===== src/rtl/mips_pkg.sv =====
// Shared MIPS encodings used by the decode stage: opcodes, functs, ALU operations
// and the decoded control bundle together with its decoder function.
package mips_pkg;

  localparam logic [5:0] OP_RTYPE = 6'h00;
  localparam logic [5:0] OP_J     = 6'h02;
  localparam logic [5:0] OP_JAL   = 6'h03;
  localparam logic [5:0] OP_BEQ   = 6'h04;
  localparam logic [5:0] OP_BNE   = 6'h05;
  localparam logic [5:0] OP_ADDI  = 6'h08;
  localparam logic [5:0] OP_SLTI  = 6'h0A;
  localparam logic [5:0] OP_ANDI  = 6'h0C;
  localparam logic [5:0] OP_ORI   = 6'h0D;
  localparam logic [5:0] OP_XORI  = 6'h0E;
  localparam logic [5:0] OP_LUI   = 6'h0F;
  localparam logic [5:0] OP_LW    = 6'h23;
  localparam logic [5:0] OP_SW    = 6'h2B;

  localparam logic [5:0] FN_SLL  = 6'h00;
  localparam logic [5:0] FN_SRL  = 6'h02;
  localparam logic [5:0] FN_SRA  = 6'h03;
  localparam logic [5:0] FN_JR   = 6'h08;
  localparam logic [5:0] FN_ADDU = 6'h21;
  localparam logic [5:0] FN_SUBU = 6'h23;
  localparam logic [5:0] FN_AND  = 6'h24;
  localparam logic [5:0] FN_OR   = 6'h25;
  localparam logic [5:0] FN_XOR  = 6'h26;
  localparam logic [5:0] FN_NOR  = 6'h27;
  localparam logic [5:0] FN_SLT  = 6'h2A;

  localparam logic [3:0] ALU_ADD = 4'd0;
  localparam logic [3:0] ALU_SUB = 4'd1;
  localparam logic [3:0] ALU_AND = 4'd2;
  localparam logic [3:0] ALU_OR  = 4'd3;
  localparam logic [3:0] ALU_XOR = 4'd4;
  localparam logic [3:0] ALU_NOR = 4'd5;
  localparam logic [3:0] ALU_SLT = 4'd6;
  localparam logic [3:0] ALU_SLL = 4'd7;
  localparam logic [3:0] ALU_SRL = 4'd8;
  localparam logic [3:0] ALU_SRA = 4'd9;
  localparam logic [3:0] ALU_LUI = 4'd10;

  localparam logic [31:0] NOP_INSTR = 32'h0;
  localparam logic [4:0]  LINK_REG  = 5'd31;

  typedef enum logic [1:0] {IMM_SEXT, IMM_ZEXT, IMM_LUI} imm_kind_e;
  typedef enum logic [1:0] {DST_RD, DST_RT, DST_LINK} dst_kind_e;

  typedef struct packed {
    logic       reg_write;
    logic       mem_read;
    logic       mem_write;
    logic       mem_to_reg;
    logic       alu_src;
    logic [3:0] alu_op;
    imm_kind_e  imm_kind;
    dst_kind_e  dst_kind;
    logic       reads_rt;
    logic       is_beq;
    logic       is_bne;
    logic       is_jump;
    logic       is_jr;
  } ctrl_t;

  // Anything not recognised falls through as an all-zero (NOP) control word.
  function automatic ctrl_t decode(input logic [5:0] opcode, input logic [5:0] funct);
    ctrl_t c;
    c = '0;
    case (opcode)
      OP_RTYPE: begin
        c.reg_write = 1'b1;
        c.reads_rt  = 1'b1;
        c.dst_kind  = DST_RD;
        case (funct)
          FN_ADDU: c.alu_op = ALU_ADD;
          FN_SUBU: c.alu_op = ALU_SUB;
          FN_AND:  c.alu_op = ALU_AND;
          FN_OR:   c.alu_op = ALU_OR;
          FN_XOR:  c.alu_op = ALU_XOR;
          FN_NOR:  c.alu_op = ALU_NOR;
          FN_SLT:  c.alu_op = ALU_SLT;
          FN_SLL:  c.alu_op = ALU_SLL;
          FN_SRL:  c.alu_op = ALU_SRL;
          FN_SRA:  c.alu_op = ALU_SRA;
          FN_JR: begin
            c.reg_write = 1'b0;
            c.reads_rt  = 1'b0;
            c.is_jr     = 1'b1;
          end
          default: c = '0;
        endcase
      end
      OP_ADDI, OP_SLTI, OP_ANDI, OP_ORI, OP_XORI, OP_LUI: begin
        c.reg_write = 1'b1;
        c.alu_src   = 1'b1;
        c.dst_kind  = DST_RT;
        case (opcode)
          OP_SLTI: c.alu_op = ALU_SLT;
          OP_ANDI: begin c.alu_op = ALU_AND; c.imm_kind = IMM_ZEXT; end
          OP_ORI:  begin c.alu_op = ALU_OR;  c.imm_kind = IMM_ZEXT; end
          OP_XORI: begin c.alu_op = ALU_XOR; c.imm_kind = IMM_ZEXT; end
          OP_LUI:  begin c.alu_op = ALU_LUI; c.imm_kind = IMM_LUI;  end
          default: c.alu_op = ALU_ADD;
        endcase
      end
      OP_LW: begin
        c.reg_write  = 1'b1;
        c.mem_read   = 1'b1;
        c.mem_to_reg = 1'b1;
        c.alu_src    = 1'b1;
        c.dst_kind   = DST_RT;
      end
      OP_SW: begin
        c.mem_write = 1'b1;
        c.alu_src   = 1'b1;
        c.reads_rt  = 1'b1;
        c.dst_kind  = DST_RT;
      end
      OP_BEQ, OP_BNE: begin
        c.alu_op   = ALU_SUB;
        c.reads_rt = 1'b1;
        c.is_beq   = (opcode == OP_BEQ);
        c.is_bne   = (opcode == OP_BNE);
      end
      OP_J: c.is_jump = 1'b1;
      OP_JAL: begin
        c.is_jump   = 1'b1;
        c.reg_write = 1'b1;
        c.alu_src   = 1'b1;
        c.dst_kind  = DST_LINK;
      end
      default: c = '0;
    endcase
    return c;
  endfunction

endpackage


===== src/rtl/reg_file.sv =====
// 32-entry register file: two asynchronous read ports with write-through bypass,
// one synchronous write port, register 0 hardwired to zero.
module reg_file #(
  parameter int LEN    = 32,
  parameter int NB_REG = 5
) (
  input  logic              i_clk,
  input  logic              i_rst,
  input  logic              i_we,
  input  logic [NB_REG-1:0] i_waddr,
  input  logic [LEN-1:0]    i_wdata,
  input  logic [NB_REG-1:0] i_raddr_a,
  input  logic [NB_REG-1:0] i_raddr_b,
  output logic [LEN-1:0]    o_rdata_a,
  output logic [LEN-1:0]    o_rdata_b
);

  localparam int DEPTH = 2 ** NB_REG;

  logic [LEN-1:0] r_mem [DEPTH];

  always_ff @(posedge i_clk) begin
    if (!i_rst) begin
      for (int i = 0; i < DEPTH; i++) r_mem[i] <= '0;
    end else if (i_we && (i_waddr != '0)) begin
      r_mem[i_waddr] <= i_wdata;
    end
  end

  // A write landing this cycle is visible to the reader in the same cycle.
  always_comb begin
    o_rdata_a = r_mem[i_raddr_a];
    if (i_raddr_a == '0)                        o_rdata_a = '0;
    else if (i_we && (i_waddr == i_raddr_a))    o_rdata_a = i_wdata;
  end

  always_comb begin
    o_rdata_b = r_mem[i_raddr_b];
    if (i_raddr_b == '0)                        o_rdata_b = '0;
    else if (i_we && (i_waddr == i_raddr_b))    o_rdata_b = i_wdata;
  end

endmodule


===== src/rtl/seg_instruction_decode.sv =====
// MIPS instruction decode stage: IF/ID register, decoder, branch/jump resolution,
// hazard stall logic and the ID/EX register.
module seg_instruction_decode
  import mips_pkg::*;
#(
  parameter int LEN      = 32,
  parameter int NB_REG   = 5,
  parameter int NB_ALUOP = 4
) (
  input  logic                i_clk,
  input  logic                i_rst,
  input  logic [LEN-1:0]      i_instruction,
  input  logic [LEN-1:0]      i_PC,
  input  logic                i_WB_RegWrite,
  input  logic [NB_REG-1:0]   i_WB_rd,
  input  logic [LEN-1:0]      i_WB_data,
  input  logic                i_EXMEM_RegWrite,
  input  logic [NB_REG-1:0]   i_EXMEM_rd,
  output logic [LEN-1:0]      o_PC_branch,
  output logic                o_PCSrc,
  output logic                o_PC_write,
  output logic [LEN-1:0]      o_rs_data,
  output logic [LEN-1:0]      o_rt_data,
  output logic [LEN-1:0]      o_imm,
  output logic [4:0]          o_shamt,
  output logic [NB_REG-1:0]   o_rs,
  output logic [NB_REG-1:0]   o_rt,
  output logic [NB_REG-1:0]   o_rd_dst,
  output logic                o_RegWrite,
  output logic                o_MemRead,
  output logic                o_MemWrite,
  output logic                o_MemtoReg,
  output logic                o_ALUSrc,
  output logic [NB_ALUOP-1:0] o_ALUOp,
  output logic [LEN-1:0]      o_PC_link
);

  logic [LEN-1:0]      r_ifid_instr, r_ifid_pc;
  logic [LEN-1:0]      r_rs_data, r_rt_data, r_imm, r_pc_link;
  logic [4:0]          r_shamt;
  logic [NB_REG-1:0]   r_rs, r_rt, r_rd_dst;
  logic                r_reg_write, r_mem_read, r_mem_write, r_mem_to_reg, r_alu_src;
  logic [NB_ALUOP-1:0] r_alu_op;

  logic [NB_REG-1:0] w_rs, w_rt, w_rd, w_dst;
  logic [4:0]        w_shamt;
  logic [15:0]       w_imm16;
  logic [LEN-1:0]    w_rs_data, w_rt_data, w_imm_sext, w_imm_ext, w_pc_plus1, w_target;
  ctrl_t             w_ctrl;
  logic              w_taken, w_load_use, w_idex_hit, w_exmem_hit, w_br_user, w_stall;

  assign w_rs       = r_ifid_instr[25:21];
  assign w_rt       = r_ifid_instr[20:16];
  assign w_rd       = r_ifid_instr[15:11];
  assign w_shamt    = r_ifid_instr[10:6];
  assign w_imm16    = r_ifid_instr[15:0];
  assign w_pc_plus1 = r_ifid_pc + LEN'(1);
  assign w_imm_sext = {{(LEN-16){w_imm16[15]}}, w_imm16};

  // The all-zero word is a true bubble rather than "SLL r0, r0, 0" with RegWrite set.
  always_comb begin
    w_ctrl = '0;
    if (r_ifid_instr != LEN'(NOP_INSTR)) w_ctrl = decode(r_ifid_instr[31:26], r_ifid_instr[5:0]);
  end

  reg_file #(.LEN(LEN), .NB_REG(NB_REG)) u_reg_file (
    .i_clk     (i_clk),
    .i_rst     (i_rst),
    .i_we      (i_WB_RegWrite),
    .i_waddr   (i_WB_rd),
    .i_wdata   (i_WB_data),
    .i_raddr_a (w_rs),
    .i_raddr_b (w_rt),
    .o_rdata_a (w_rs_data),
    .o_rdata_b (w_rt_data)
  );

  always_comb begin
    case (w_ctrl.imm_kind)
      IMM_ZEXT: w_imm_ext = {{(LEN-16){1'b0}}, w_imm16};
      IMM_LUI:  w_imm_ext = {w_imm16, {(LEN-16){1'b0}}};
      default:  w_imm_ext = w_imm_sext;
    endcase
    case (w_ctrl.dst_kind)
      DST_RT:   w_dst = w_rt;
      DST_LINK: w_dst = NB_REG'(LINK_REG);
      default:  w_dst = w_rd;
    endcase
  end

  always_comb begin
    w_target = w_pc_plus1 + w_imm_sext;
    if (w_ctrl.is_jr)        w_target = w_rs_data;
    else if (w_ctrl.is_jump) w_target = {w_pc_plus1[LEN-1:26], r_ifid_instr[25:0]};
  end

  assign w_taken = (w_ctrl.is_beq && (w_rs_data == w_rt_data)) ||
                   (w_ctrl.is_bne && (w_rs_data != w_rt_data)) ||
                   w_ctrl.is_jump || w_ctrl.is_jr;

  // Branches and JR compare in ID, so any in-flight producer of their sources must drain.
  assign w_br_user   = w_ctrl.is_beq || w_ctrl.is_bne || w_ctrl.is_jr;
  assign w_load_use  = r_mem_read && (r_rd_dst != '0) &&
                       ((r_rd_dst == w_rs) || (w_ctrl.reads_rt && (r_rd_dst == w_rt)));
  assign w_idex_hit  = r_reg_write && (r_rd_dst != '0) &&
                       ((r_rd_dst == w_rs) || (w_ctrl.reads_rt && (r_rd_dst == w_rt)));
  assign w_exmem_hit = i_EXMEM_RegWrite && (i_EXMEM_rd != '0) &&
                       ((i_EXMEM_rd == w_rs) || (w_ctrl.reads_rt && (i_EXMEM_rd == w_rt)));
  assign w_stall     = w_load_use || (w_br_user && (w_idex_hit || w_exmem_hit));

  assign o_PC_write  = !w_stall || !i_rst;
  assign o_PCSrc     = w_taken && !w_stall && i_rst;
  assign o_PC_branch = w_target;

  always_ff @(posedge i_clk) begin
    if (!i_rst) begin
      r_ifid_instr <= '0;
      r_ifid_pc    <= '0;
    end else if (!w_stall) begin
      r_ifid_instr <= o_PCSrc ? LEN'(NOP_INSTR) : i_instruction;
      r_ifid_pc    <= o_PCSrc ? '0 : i_PC;
    end
  end

  always_ff @(posedge i_clk) begin
    if (!i_rst || w_stall) begin
      r_rs_data    <= '0;
      r_rt_data    <= '0;
      r_imm        <= '0;
      r_shamt      <= '0;
      r_rs         <= '0;
      r_rt         <= '0;
      r_rd_dst     <= '0;
      r_reg_write  <= 1'b0;
      r_mem_read   <= 1'b0;
      r_mem_write  <= 1'b0;
      r_mem_to_reg <= 1'b0;
      r_alu_src    <= 1'b0;
      r_alu_op     <= '0;
      r_pc_link    <= '0;
    end else begin
      r_rs_data    <= w_rs_data;
      r_rt_data    <= w_rt_data;
      r_imm        <= w_imm_ext;
      r_shamt      <= w_shamt;
      r_rs         <= w_rs;
      r_rt         <= w_rt;
      r_rd_dst     <= w_dst;
      r_reg_write  <= w_ctrl.reg_write;
      r_mem_read   <= w_ctrl.mem_read;
      r_mem_write  <= w_ctrl.mem_write;
      r_mem_to_reg <= w_ctrl.mem_to_reg;
      r_alu_src    <= w_ctrl.alu_src;
      r_alu_op     <= NB_ALUOP'(w_ctrl.alu_op);
      r_pc_link    <= w_pc_plus1;
    end
  end

  assign o_rs_data  = r_rs_data;
  assign o_rt_data  = r_rt_data;
  assign o_imm      = r_imm;
  assign o_shamt    = r_shamt;
  assign o_rs       = r_rs;
  assign o_rt       = r_rt;
  assign o_rd_dst   = r_rd_dst;
  assign o_RegWrite = r_reg_write;
  assign o_MemRead  = r_mem_read;
  assign o_MemWrite = r_mem_write;
  assign o_MemtoReg = r_mem_to_reg;
  assign o_ALUSrc   = r_alu_src;
  assign o_ALUOp    = r_alu_op;
  assign o_PC_link  = r_pc_link;

endmodule


===== config.mk =====
export PLATFORM = sky130hd
export DESIGN_NAME = seg_instruction_decode
export DESIGN_NICKNAME = d
export VERILOG_FILES = /design/src/rtl/mips_pkg.sv /design/src/rtl/reg_file.sv /design/src/rtl/seg_instruction_decode.sv
export SDC_FILE = /design/constraint.sdc
export NUM_CORES = 2
export LEC_CHECK = 0
export CAP_MARGIN = 40
export CORE_UTILIZATION = 40
export DETAILED_ROUTE_END_ITERATION = 16
export REMOVE_ABC_BUFFERS = 1
export SLEW_MARGIN = 20
export SYNTH_ARGS = -nofsm -noshare
export SYNTH_HDL_FRONTEND = slang
export SYNTH_SLANG_ARGS = --single-unit

===== constraint.sdc =====
create_clock -name i_clk -period 5.5 [get_ports i_clk]
set_input_delay 1.375 -clock i_clk [delete_from_list [all_inputs] [get_ports i_clk]]
set_output_delay 1.375 -clock i_clk [all_outputs]
set_load 0.02 [all_outputs]

**Word level (Yosys, flattened, before mapping)**

Memory sizes are Yosys's and may differ from the RTL's. A register that Yosys moved wholly into a read port is not among the register bits.
Cells that the tools add are included.

- $add $sub $neg: 2
- Equality and inequality tests: 34
- Multiplexer cells: 38
- Bitwise operators: 1
- Reductions and logical operators: 48

Operator list:

| operator | count |
|---|---|
| 32-bit 2-to-1 mux | 9 |
| 32-bit one-hot mux with 2 select lines | 1 |
| 6-bit equality test, second input constant | 9 |
| 6-bit by 4-bit equality test with 1-bit output, second input constant | 7 |
| 4-bit one-hot mux with 9 select lines | 1 |
| 32-bit by 1-bit adder with 32-bit output, second input constant | 1 |
| 32-bit adder | 1 |
| 32-bit equality test | 1 |
| 32-bit inequality test | 1 |
| 32-bit nonzero test | 1 |
| 32-bit OR reduction | 1 |
| 5-bit equality test | 6 |
| 5-bit 2-to-1 mux | 5 |
| 6-bit by 2-bit equality test with 1-bit output, second input constant | 4 |
| 4-bit one-hot mux with 5 select lines | 1 |
| 1-bit logical AND | 16 |
| 8-bit OR reduction | 2 |
| 5-bit nonzero test | 3 |
| 6-bit by 3-bit equality test with 1-bit output, second input constant | 2 |
| 6-bit zero test | 2 |
| 1-bit 2-to-1 mux | 12 |
| 4-bit one-hot mux with 3 select lines | 1 |
| 1-bit logical OR | 11 |
| 5-bit zero test | 2 |
| other kinds (14) | 23 |

- Flip-flop bits (word level): 220
- Bits in writable memories: 1024
- Bits of input ports: 110
- Output and inout port bits: 191
- Word-level logic and storage cells: 139
- Memories kept: 1

Memories:

| name | words | width | read ports | clocked after memory_dff | wr ports | line | source |
|---|---|---|---|---|---|---|---|
| u_reg_file.r_mem | 32 | 32 | 2 | 2 | 32 | reg_file.sv:20 | `logic [LEN-1:0] r_mem [DEPTH];` |

**Longest topological paths before layout**

- Depth after elaboration: 17
- Mapped depth: 22
- Gate-level depth less buffers: 21

**Hierarchy**

Synthesis repeated with hierarchy kept, for this count alone.

- Cell total of the unflattened synthesis: 5002
- Area total of the unflattened synthesis: 65576.6 um^2

By module, submodules not included:

| module | instances | cells an instance | area an instance (um^2) | seq. area each (um^2) |
|---|---|---|---|---|
| reg_file | 1 | 3715 | 54588.6 | 30749.5 |
| seg_instruction_decode | 1 | 1287 | 10988.0 | 4404.2 |

**Least setup slack after synthesis**

Ideal clock, no wire load.

- Path kind: input port to output port
- Start: input port i_WB_rd[2]
- End: output port o_PCSrc
- Arrival time: 4.436 ns
- Required time: 4.125 ns
- Slack: -0.311 ns
- Stages on the path: 17
- Path buffers: 5
- Cell sequence: buf_2 -> xnor2_1 -> and4_1 -> clkbuf_1 -> a21oi_1 -> clkbuf_1 -> a22o_1 -> nor2_1 -> xor2_1 -> nand4_1 -> or3_1 -> nor4_2 -> and3_1 -> o21a_1 -> buf_6 -> buf_6 -> o21a_1

- Longest elaborated chain between the ends: 11
- Elaborated cells between the ends (all ways): 17
- Those cells by class: eq/ne (4); mux (4); reduce/logical (9)

Ends and longest elaborated chain:

| element | line | source |
|---|---|---|
| start, declared | seg_instruction_decode.sv:15 | `input logic [NB_REG-1:0] i_WB_rd,` |
| 5-bit equality test (on tied branches) | reg_file.sv:34, reg_file.sv:40 |  |
| 1-bit logical AND (on tied branches) | reg_file.sv:34, reg_file.sv:40 |  |
| 32-bit 2-to-1 mux (on tied branches) | reg_file.sv:34, reg_file.sv:40 |  |
| 32-bit 2-to-1 mux (on tied branches) | reg_file.sv:33, reg_file.sv:39 |  |
| 32-bit equality test or 32-bit inequality test (tied branches) | seg_instruction_decode.sv:97, seg_instruction_decode.sv:98 |  |
| 1-bit logical AND (on tied branches) | seg_instruction_decode.sv:97, seg_instruction_decode.sv:98 |  |
| 1-bit logical OR (*) | seg_instruction_decode.sv:97 | `assign w_taken = (w_ctrl.is_beq && (w_rs_data == w_rt_data)) \|\|` |
| 1-bit logical OR (*) | seg_instruction_decode.sv:98 | `(w_ctrl.is_bne && (w_rs_data != w_rt_data)) \|\|` |
| 1-bit logical OR (*) | seg_instruction_decode.sv:99 | `w_ctrl.is_jump \|\| w_ctrl.is_jr;` |
| 1-bit logical AND (*) (2 in series) | seg_instruction_decode.sv:112 | `assign o_PCSrc = w_taken && !w_stall && i_rst;` |
| end, declared | seg_instruction_decode.sv:20 | `output logic o_PCSrc,` |

Mark *: on every way between the ends. The rest lies on a longest branch, timed or not.

==> impl_metrics.env <==
export IMPL_status="complete, but fails checks"
export IMPL_violations="setup timing"
export IMPL_reg2reg_depth=17
export IMPL_final_layout_size_suffix_gt1_frac=0.3684
export IMPL_die_height_um=408.6
export IMPL_placement_rows=148
export IMPL_drt_iter0_drc=7768
export IMPL_worst_ep_arrival_time_ns=5.02
export IMPL_cts_buffer_depth=3
export IMPL_clock_edge_transition_at_the_registers_on_the_reported_setup_and_hold_paths_ns=0.06
export IMPL_post_synth_instance_area_um2=66140
export IMPL_global_route_wire_length_before_repair_um=394500
export IMPL_fin_worst_skew_ns=0.02491
export IMPL_worstPathRequired_ns=4.12
export IMPL_yosysTopAreaCell="sky130_fd_sc_hd__edfxtp_1"
export IMPL_synth_top_cells_by_area="sky130_fd_sc_hd__edfxtp_1 (46%), sky130_fd_sc_hd__mux4_2 (16%), sky130_fd_sc_hd__and2_1 (9.5%)"
export IMPL_antenna_violating_nets_post_route=0
export IMPL_final_setup_tns_ns=-6.068
export IMPL_finalHoldViolCount=0
export IMPL_groute_usage_overall=0.3372
export IMPL_synth_largest_type_area_fraction=0.4649
export IMPL_synth_sequential_area_ratio=0.5346
export IMPL_drv_slew=0
export IMPL_synth_yosys_warnings=0
export IMPL_ioPinCount=301
export IMPL_yosysUniqueCellTypes=85
export IMPL_placement_io_buffers=300
export IMPL_clock_root_buffer="sky130_fd_sc_hd__clkbuf_16"
export IMPL_quantity_of_hold_fixing_buffers_added_after_cts=0
export IMPL_cts_made_buffers=144
export IMPL_cts_htree_levels=4
export IMPL_grt_start_max_net_pins=90
export IMPL_synth_edf_count=1024
export IMPL_critical_path_capture_point_type="output pin"
export IMPL_routed_via_count_divided_by_cell_count=6.179
export IMPL_route_detailed_drc=0
export IMPL_power_per_cell_area_nw_per_um2=308.9
export IMPL_global_route_overflow_total=0
export IMPL_gp_routability_congestion=1.029
export IMPL_min_period_ns=6.394
export IMPL_drt_first_pass_iters=8
export IMPL_maxSlewHeadroom=0.3622
export IMPL_die_w_um=408.6
export IMPL_worstSetupPathType="reg2out"
export IMPL_synth_cells=4959
export IMPL_hold_path_cell_count=2
export IMPL_routed_via_count=51870
export IMPL_power_leakage_nw=31.99
export IMPL_wl_per_cell_um=34.31
export IMPL_initial_utilization=0.4045
export IMPL_tritoncts_clock_tree="yes"
export IMPL_crit_path_max_fanout=10
export IMPL_route_final_wire_length_um=288000
export IMPL_timing_final_crit_share=1.163
export IMPL_syn_area_per_cell_um2=13.34
export IMPL_unrepaired_setup_endpoints_after_global_routing="true"
export IMPL_setup_viol=22
export IMPL_max_cap_viol_count=0
export IMPL_type_of_the_most_critical_hold_path="reg2reg"
export IMPL_synth_seq_cells=1254
export IMPL_grt_pass1_vias=50810
export IMPL_nNetsFinal=6243
export IMPL_floorplan_die_area_um2=167000
export IMPL_vdd_ir_drop_max_uv=345.2
export IMPL_std_cell_core_area_um2=163500
export IMPL_fin_util=0.5349
export IMPL_clock_sink_count=1254
export IMPL_yosysMostFrequentCell="sky130_fd_sc_hd__edfxtp_1"
export IMPL_antenna_found_initial=26
export IMPL_clkLatencyLatePin_ns=0.80
export IMPL_max_freq_mhz=156.4
export IMPL_most_used_dff_post_synth="sky130_fd_sc_hd__edfxtp_1"
export IMPL_ys_top_cells_by_count="sky130_fd_sc_hd__edfxtp_1 (1024), sky130_fd_sc_hd__and2_1 (1009), sky130_fd_sc_hd__mux4_2 (483)"
export IMPL_max_slew_worst_pin_slew_ns=0.9557
export IMPL_detailedPlacementHpwl_um=198800
export IMPL_timing_critical_path_from_type="register"
export IMPL_area_delta_synth_final_pct=32.25
export IMPL_ys_async_sr_fraction=0
export IMPL_post_route_worst_setup_slack_ns=-0.8941
## state kept, by name, indices dropped and copies added (netlist names), 32 cells and up, named ones only
name / count
o_imm: 32
o_PC_link: 32
r_ifid_instr: 32
o_rt_data: 32
o_rs_data: 32
u_reg_file.r_mem: 1024
r_ifid_pc: 32
## critical path, cell delays in order, from the launching register on
cell	delay, ns
sky130_fd_sc_hd__dfxtp_4	0.45
sky130_fd_sc_hd__buf_12	0.20
sky130_fd_sc_hd__buf_12	0.17
sky130_fd_sc_hd__mux4_2	0.52
sky130_fd_sc_hd__mux4_2	0.56
sky130_fd_sc_hd__mux2i_2	0.20
sky130_fd_sc_hd__buf_4	0.19
sky130_fd_sc_hd__a21o_1	0.16
sky130_fd_sc_hd__xnor2_1	0.13
sky130_fd_sc_hd__nand4_1	0.13
sky130_fd_sc_hd__or3_4	0.45
sky130_fd_sc_hd__nor4_4	0.21
sky130_fd_sc_hd__buf_4	0.16
sky130_fd_sc_hd__a21oi_2	0.06
sky130_fd_sc_hd__o21a_4	0.22
sky130_fd_sc_hd__o21a_4	0.23
sky130_fd_sc_hd__buf_6	0.14
## kinds of logic after synthesis
group                      count (synthesis)  synth area share
adders and majority gates                 37          0.007113
AOI/OAI and AO/OA                        691           0.07795
buffers and inverters                    523           0.03700
muxes                                    600            0.1823
other                                      1        0.00005670
and+or+nand+nor                         1746            0.1468
DFF                                     1254            0.5346
xor gates and xnor gates                 107           0.01417
## cell usage in the layout, fill, tap and decap left out, types with 86 or more instances in the layout
master,count
sky130_fd_sc_hd__nor3_1,97
sky130_fd_sc_hd__nor2_1,127
sky130_fd_sc_hd__clkdlybuf4s50_1,260
sky130_fd_sc_hd__buf_4,960
sky130_fd_sc_hd__and2_1,1009
sky130_fd_sc_hd__mux2i_1,109
sky130_fd_sc_hd__clkbuf_16,148
sky130_fd_sc_hd__buf_12,120
sky130_fd_sc_hd__nand2_1,233
sky130_fd_sc_hd__dfxtp_1,218
sky130_fd_sc_hd__a21oi_1,86
sky130_fd_sc_hd__mux4_2,483
sky130_fd_sc_hd__edfxtp_1,1024
## where the power goes
part | switching [W] | internal, W | total [W]
Clock | 0.00419 | 0.00564 | 0.00983
Combinational | 0.00333 | 0.00272 | 0.00605
Sequential | 0.000324 | 0.0108 | 0.0111
## repair_timing
item,CTS,global route
pin swaps,124,127
buffers inserted,99,52
cloned,5,3
gates resized for setup,402,183
endpoints found under the setup margin,53,31
## stage by stage
step | setup WS [ns] | cells | cell area [µm²] | total power, W | hold slack, ns
finish | -0.8941 | 8395 | 87470 | 0.02702 | 0.4670
global route | -0.9841 | 8389 | 87450 | 0.02759 | 0.5003
CTS | -0.8162 | 8339 | 86070 | 0.02672 | 0.4683
detailed placement | -1.817 | 7975 | 79210 | 0.01676 | 0.4610
global placement | -1.684 | 7964 | 79010 | 0.01672 | 0.4592
floorplan | -11.24 | 4505 | 63950 | 0.01391 | 0.4412
## worst paths after layout
path                                      to  slack (ns)                  startpoint
setup reg to reg  r_ifid_pc[22]$_SDFFE_PN0N_        0.17                    register
hold / removal    r_ifid_pc[31]$_SDFFE_PN0N_        0.47  r_ifid_pc[31]$_SDFFE_PN0N_
hold reg to reg   r_ifid_pc[31]$_SDFFE_PN0N_        0.47  r_ifid_pc[31]$_SDFFE_PN0N_
setup / recovery                     o_PCSrc       -0.89                    register
## final cells by class
class	instances	area, µm²
Antenna cell	6	15.01
Clock buffer	179	3816
Clock inverter	85	958.4
Fill cell	13620	76050
Inverter	38	142.6
Multi-Input combinational cell	3213	30840
Sequential cell	1254	35390
Tap cell	2175	2721
Timing Repair Buffer	1445	13590
## per-layer routing
metal	wire [µm]	GRT usage	up-vias
li1	-	-	21050
met1	106600	0.4366	26290
met2	126900	0.5076	3723
met3	34720	0.08994	806
met4	19770	0.2004	12
met5	82	0	-
(Power assumes the default switching activity.)
